File: src/rtl/o2_state_decoder.sv
// o2_state_decoder: synchronizes and debounces the two-wire O2 sensor lines,
// classifies them into NORMAL / LEAN / RICH / INVALID, and reports committed
// state changes with dwell time, lean/rich crossing count, stuck and error flags.
module o2_state_decoder #(
  parameter int DEBOUNCE    = 16,
  parameter int CNT_W       = 24,
  parameter int STUCK_LIMIT = 15000000
) (
  input  logic             clk,
  input  logic             rst_n,
  input  logic             o2_top,
  input  logic             o2_bottom,
  input  logic             clr,
  output logic [1:0]       state,
  output logic             change_stb,
  output logic [CNT_W-1:0] dwell,
  output logic [7:0]       xover_cnt,
  output logic             stuck,
  output logic             err
);

  localparam int               DW        = $clog2(DEBOUNCE + 1);
  localparam logic [DW-1:0]    DCNT_MAX  = DW'(DEBOUNCE);
  localparam logic [CNT_W-1:0] STUCK_AT  = CNT_W'(STUCK_LIMIT);
  // Synchronizer reset pattern {top, bottom} = 01 so the idle code reads as NORMAL.
  localparam logic [1:0]       SYNC_INIT = 2'b01;

  typedef enum logic [1:0] {
    ST_NORMAL  = 2'd0,
    ST_LEAN    = 2'd1,
    ST_RICH    = 2'd2,
    ST_INVALID = 2'd3
  } o2_state_t;

  logic [1:0] pin_raw;
  logic [1:0] sync_code;

  assign pin_raw = {o2_top, o2_bottom};

  genvar gi;
  generate
    for (gi = 0; gi < 2; gi++) begin : g_sync
      logic meta_reg;
      logic sync_reg;

      // Two-flop synchronizer for one asynchronous sensor line.
      always_ff @(posedge clk or negedge rst_n) begin
        if (!rst_n) begin
          meta_reg <= SYNC_INIT[gi];
          sync_reg <= SYNC_INIT[gi];
        end else begin
          meta_reg <= pin_raw[gi];
          sync_reg <= meta_reg;
        end
      end

      assign sync_code[gi] = sync_reg;
    end
  endgenerate

  o2_state_t code_cls;

  // Map the synchronized {top, bottom} pair onto the sensor classification.
  always_comb begin
    code_cls = ST_INVALID;
    case (sync_code)
      2'b01:   code_cls = ST_NORMAL;
      2'b11:   code_cls = ST_LEAN;
      2'b00:   code_cls = ST_RICH;
      default: code_cls = ST_INVALID;
    endcase
  end

  o2_state_t     cand_reg;
  logic [DW-1:0] dcnt_reg;

  // Debounce: track the current candidate code and how long it has been stable.
  always_ff @(posedge clk or negedge rst_n) begin
    if (!rst_n) begin
      cand_reg <= ST_NORMAL;
      dcnt_reg <= DCNT_MAX;
    end else if (code_cls != cand_reg) begin
      cand_reg <= code_cls;
      dcnt_reg <= DW'(1);
    end else if (dcnt_reg != DCNT_MAX) begin
      dcnt_reg <= dcnt_reg + DW'(1);
    end
  end

  o2_state_t        state_reg;
  logic             change_stb_reg;
  logic [CNT_W-1:0] dwell_reg;
  logic [CNT_W-1:0] dcnt_dwell_reg;
  logic [7:0]       xover_reg;
  logic             stuck_reg;
  logic             err_reg;

  logic             commit;
  logic             crossing;
  logic [CNT_W-1:0] dwell_inc;

  // A stable candidate that differs from the committed state becomes the new state.
  assign commit    = (dcnt_reg == DCNT_MAX) && (cand_reg != state_reg);
  assign crossing  = ((state_reg == ST_LEAN) && (cand_reg == ST_RICH)) ||
                     ((state_reg == ST_RICH) && (cand_reg == ST_LEAN));
  // Saturating dwell increment, shared by the running counter and the commit report.
  assign dwell_inc = (dcnt_dwell_reg == '1) ? dcnt_dwell_reg : dcnt_dwell_reg + CNT_W'(1);

  // Committed-state machine with its statistics; clear applies before a same-edge commit.
  always_ff @(posedge clk or negedge rst_n) begin
    if (!rst_n) begin
      state_reg      <= ST_NORMAL;
      change_stb_reg <= 1'b0;
      dwell_reg      <= '0;
      dcnt_dwell_reg <= '0;
      xover_reg      <= 8'd0;
      stuck_reg      <= 1'b0;
      err_reg        <= 1'b0;
    end else begin
      change_stb_reg <= commit;
      if (commit) begin
        state_reg      <= cand_reg;
        dwell_reg      <= dwell_inc;
        dcnt_dwell_reg <= '0;
        stuck_reg      <= 1'b0;
        xover_reg      <= (clr ? 8'd0 : xover_reg) + (crossing ? 8'd1 : 8'd0);
        err_reg        <= (clr ? 1'b0 : err_reg) | (cand_reg == ST_INVALID);
      end else begin
        dcnt_dwell_reg <= dwell_inc;
        if (dwell_inc == STUCK_AT) begin
          stuck_reg <= 1'b1;
        end
        if (clr) begin
          xover_reg <= 8'd0;
          dwell_reg <= '0;
          err_reg   <= 1'b0;
        end
      end
    end
  end

  assign state      = state_reg;
  assign change_stb = change_stb_reg;
  assign dwell      = dwell_reg;
  assign xover_cnt  = xover_reg;
  assign stuck      = stuck_reg;
  assign err        = err_reg;

endmodule

File: config.mk
export PLATFORM = sky130hd
export DESIGN_NAME = o2_state_decoder
export DESIGN_NICKNAME = d
export VERILOG_FILES = /design/src/rtl/o2_state_decoder.sv
export SDC_FILE = /design/constraint.sdc
export NUM_CORES = 1
export LEC_CHECK = 0
export BUFFER_PORTS_ARGS = -buffer_cell sky130_fd_sc_hd__buf_2
export CORE_MARGIN = 2
export CORE_UTILIZATION = 58
export DETAILED_ROUTE_END_ITERATION = 16
export GPL_TIMING_DRIVEN = 0
export MAX_ROUTING_LAYER = met4
export PLACE_DENSITY = 0.79
export SETUP_SLACK_MARGIN = 0.15
export SLEW_MARGIN = 15
export SYNTH_ARGS = -nofsm -noshare
export SYNTH_HDL_FRONTEND = slang
export SYNTH_SLANG_ARGS = --single-unit
File: constraint.sdc
create_clock -name clk -period 3.3 [get_ports clk]
set_clock_uncertainty 0.2 [all_clocks]
set_input_delay 0.33 -clock clk [delete_from_list [all_inputs] [get_ports clk]]
set_output_delay 0.33 -clock clk [all_outputs]
set_load 0.02 [all_outputs]
==> metrics.txt <==
# nets final=398; H-tree depth=3; Leakage=1.878 nW; VDD IR-drop max=0.3158 mV; CTS tree=built; Post-DP Area=3726 µm²; clk root buf=clkbuf_8; Main synth FF type=dfrtp_1; first-pass GRT wire length=between 10 and 15 mm; fmax=roughly 340 MHz; pre-CTS setup slack=around 0.30 ns; post-synthesis sequential area ratio=52.97%; #FFs+latches synth=72; Post-synth EDFFs=0; Syn Std Cell Area=3408 µm²; Ys Warns=0; synthesized net count=342; endpoints failing hold=0; Max-slew headroom=65.91%; Total Wirelength=slightly above 7 mm; clock group share of total power=39.5%; worst skew pair latency=about 0.35 ns; Initial Util=61.14%; Async S/R FF share, synth=100.0%; CP endpoint kind=flip-flop; initial antenna violation count=0; DRT Pass-1 Iters=4; P_sw=0.0003725 W; Worst Setup Start Kind=flip-flop; largest net degree at the start of global routing=39; worst slew pin tran=0.5079 ns; CTS buffer count=9; clock net sink count=72; Flop pwr share=56.6%; vias after detailed routing=2,657; routed length per placed instance=15.68 µm; type of the worst setup path=reg2reg; worst path required time=between 3 and 4 ns; Die ar.=6505 µm²; PD cells=just over 400 nW/µm²; num ports=42; Avg Cell Area, Syn=approximately 10 µm²; max cap viols=0; Post-Syn Instances=332; Fin Setup TNS=0 ns; final design area excluding fillers=3943 µm²; clk slew on worst S/H paths=0.08 ns; Port Buf Inserts=41; GRT Residual Overflow=0; Slew Limit Fails=0; die height=80.66 µm; total inserted antenna cells=0; fin cells=roughly 460; DP Cell Count=446; DRC errors left=0; outcome=complete, no violations; crit path DAT=3.03 ns; minimum clock period=roughly 3 ns; Antenna Nets Post-Route=0; Total GRT Usage=26.15%; Logic pwr share=3.9%; FP Rows=27; Die X=a little over 80 µm; Post-DP HPWL=5.035 mm; PnR worst setup slack=0.3251 ns; Placer Congestion=between 0.8 and 0.9; via/cell ratio=5.726; Net Sw Frac=a little under a quarter; vias in the first global route=2,627; Clock Tree Buf Depth=2; RSZ-0062 raised after global routing=false; final setup vio count=0; final cycle utilization of the critical path=90.15%; Netlist cell types=54; HP Class=in2reg; Internal=0.001223 W; hold_ws=around 0.058 ns; area grow syn2layout=15.68%; CP max FO=10; share of layout cells above drive strength 1=22.45%; core footprint=5574 µm²; Initial DRC Count=178
## worst paths after layout
path                                               from                            to  slack (ns)  cells after the start
max in group asynchronous                         rst_n  g_sync[0].meta_reg$_DFF_PN1_        2.01                      3
min in group asynchronous                         rst_n   dcnt_dwell_reg[1]$_DFF_PN0_        0.27                      2
min reg2reg                g_sync[1].meta_reg$_DFF_PN0_  g_sync[1].sync_reg$_DFF_PN0_        0.15                      0
max reg2reg                 dcnt_dwell_reg[1]$_DFF_PN0_             stuck$_DFFE_PN0P_        0.33                      9
max                         dcnt_dwell_reg[1]$_DFF_PN0_             stuck$_DFFE_PN0P_        0.33                      9
min                                                 clr        xover_cnt[5]$_DFF_PN0_        0.06                      2
## cells in the final DEF, fill, tap and decap left out, types with 10 or more instances in the layout
cell,synthesis,final
nand4_1,10,10
nor2_1,37,37
clkbuf_1,13,13
clkbuf_8,1,12
nand2_1,16,16
buf_2,5,45
xor2_1,16,15
o21ai_0,23,23
dfrtp_1,69,69
xnor2_1,20,20
nand3_1,34,34
## worst max-delay path: stages, from the launching register on
cell	delay (ns)
dfrtp_1	0.43
ha_1	0.27
nand3_1	0.23
nor3_2	0.35
buf_4	0.23
nand2_1	0.11
and3_1	0.21
xnor2_1	0.17
or3b_2	0.47
o31ai_2	0.21
## power groups by stage
stage	sequential, W	clock, W	combinational (W)
final	0.000902	0.000630	0.0000627
after detailed placement	0.000919	0	0.0000613
after global placement	0.000918	0	0.0000557
after floorplan	0.000917	0	0.0000304
after CTS	0.000902	0.000635	0.0000640
after global routing	0.000903	0.000665	0.0000724
## synthesized netlist by cell type (2+ instances only)
library cell,instances,area share (%)
nand4b_1,2,0.51
clkbuf_1,13,1.4
xor2_1,16,4.1
inv_1,7,0.77
and4_1,4,1.0
a32o_1,2,0.59
nor2b_1,4,0.73
a21oi_1,9,1.3
o21ai_0,23,3.4
dfrtp_1,69,51
nor2_1,37,4.1
nand4_1,10,1.8
nand2_1,16,1.8
and2_1,3,0.55
buf_2,5,0.73
a31oi_1,2,0.37
a31o_2,5,1.3
dfstp_2,3,2.3
nor3_1,5,0.73
nand2b_1,2,0.37
nand3_1,34,5.0
nor3_2,2,0.59
mux2i_1,2,0.59
xnor2_1,20,5.1
and3_1,2,0.37
mux2_2,3,0.99
ha_1,5,1.8
## metrics by stage
| step | utilization, % | total power [W] |
|---|---|---|
| final | 70.73 | 0.001595 |
| after global routing | 70.73 | 0.001641 |
| after CTS | 70.48 | 0.001601 |
| after detailed placement | 66.85 | 0.0009801 |
| after global placement | 66.44 | 0.0009739 |
| after floorplan | - | 0.0009470 |
## routing by layer
metal	up-vias	part of all wire, %	track usage [%]
met5	-	0	-
met4	0	1.8	10.85
met3	12	2.9	4.382
met2	43	49	41.33
met1	1342	46	33.76
li1	1260	-	-
## what timing repair did
item	4_1_cts	5_1_grt
hold buffers	3	0
hold endpoints to repair	36	0
setup buffers	0	0
resized for setup	0	4
endpoints found under the setup margin	0	21
## kinds of logic (layout without fill, tap and decap cells)
group                    after synthesis  count (layout)  synth area share (%)
buffers and inverters                 30              90                 4.111
multiplexers                           5               5                 1.579
flip-flops                            72              72                 52.97
XOR/XNOR                              36              36                 9.251
AND/OR/NAND/NOR                      136             136                 21.51
adder cells (fa/ha/maj)                5               5                 1.836
AO/OA/AOI/OAI                         48              48                 8.737
## area by class of cell
type / instances / area (µm²)
clock buffers: 12 / 155.1
inverters: 8 / 30.03
well taps: 72 / 90.09
plain buffers: 22 / 111.4
clock inverters: 3 / 17.52
multi-input cells: 230 / 1475
fillers: 452 / 1632
repair buffers: 45 / 257.7
flip-flops and latches: 72 / 1805
Power figures use the tool's default switching activity.
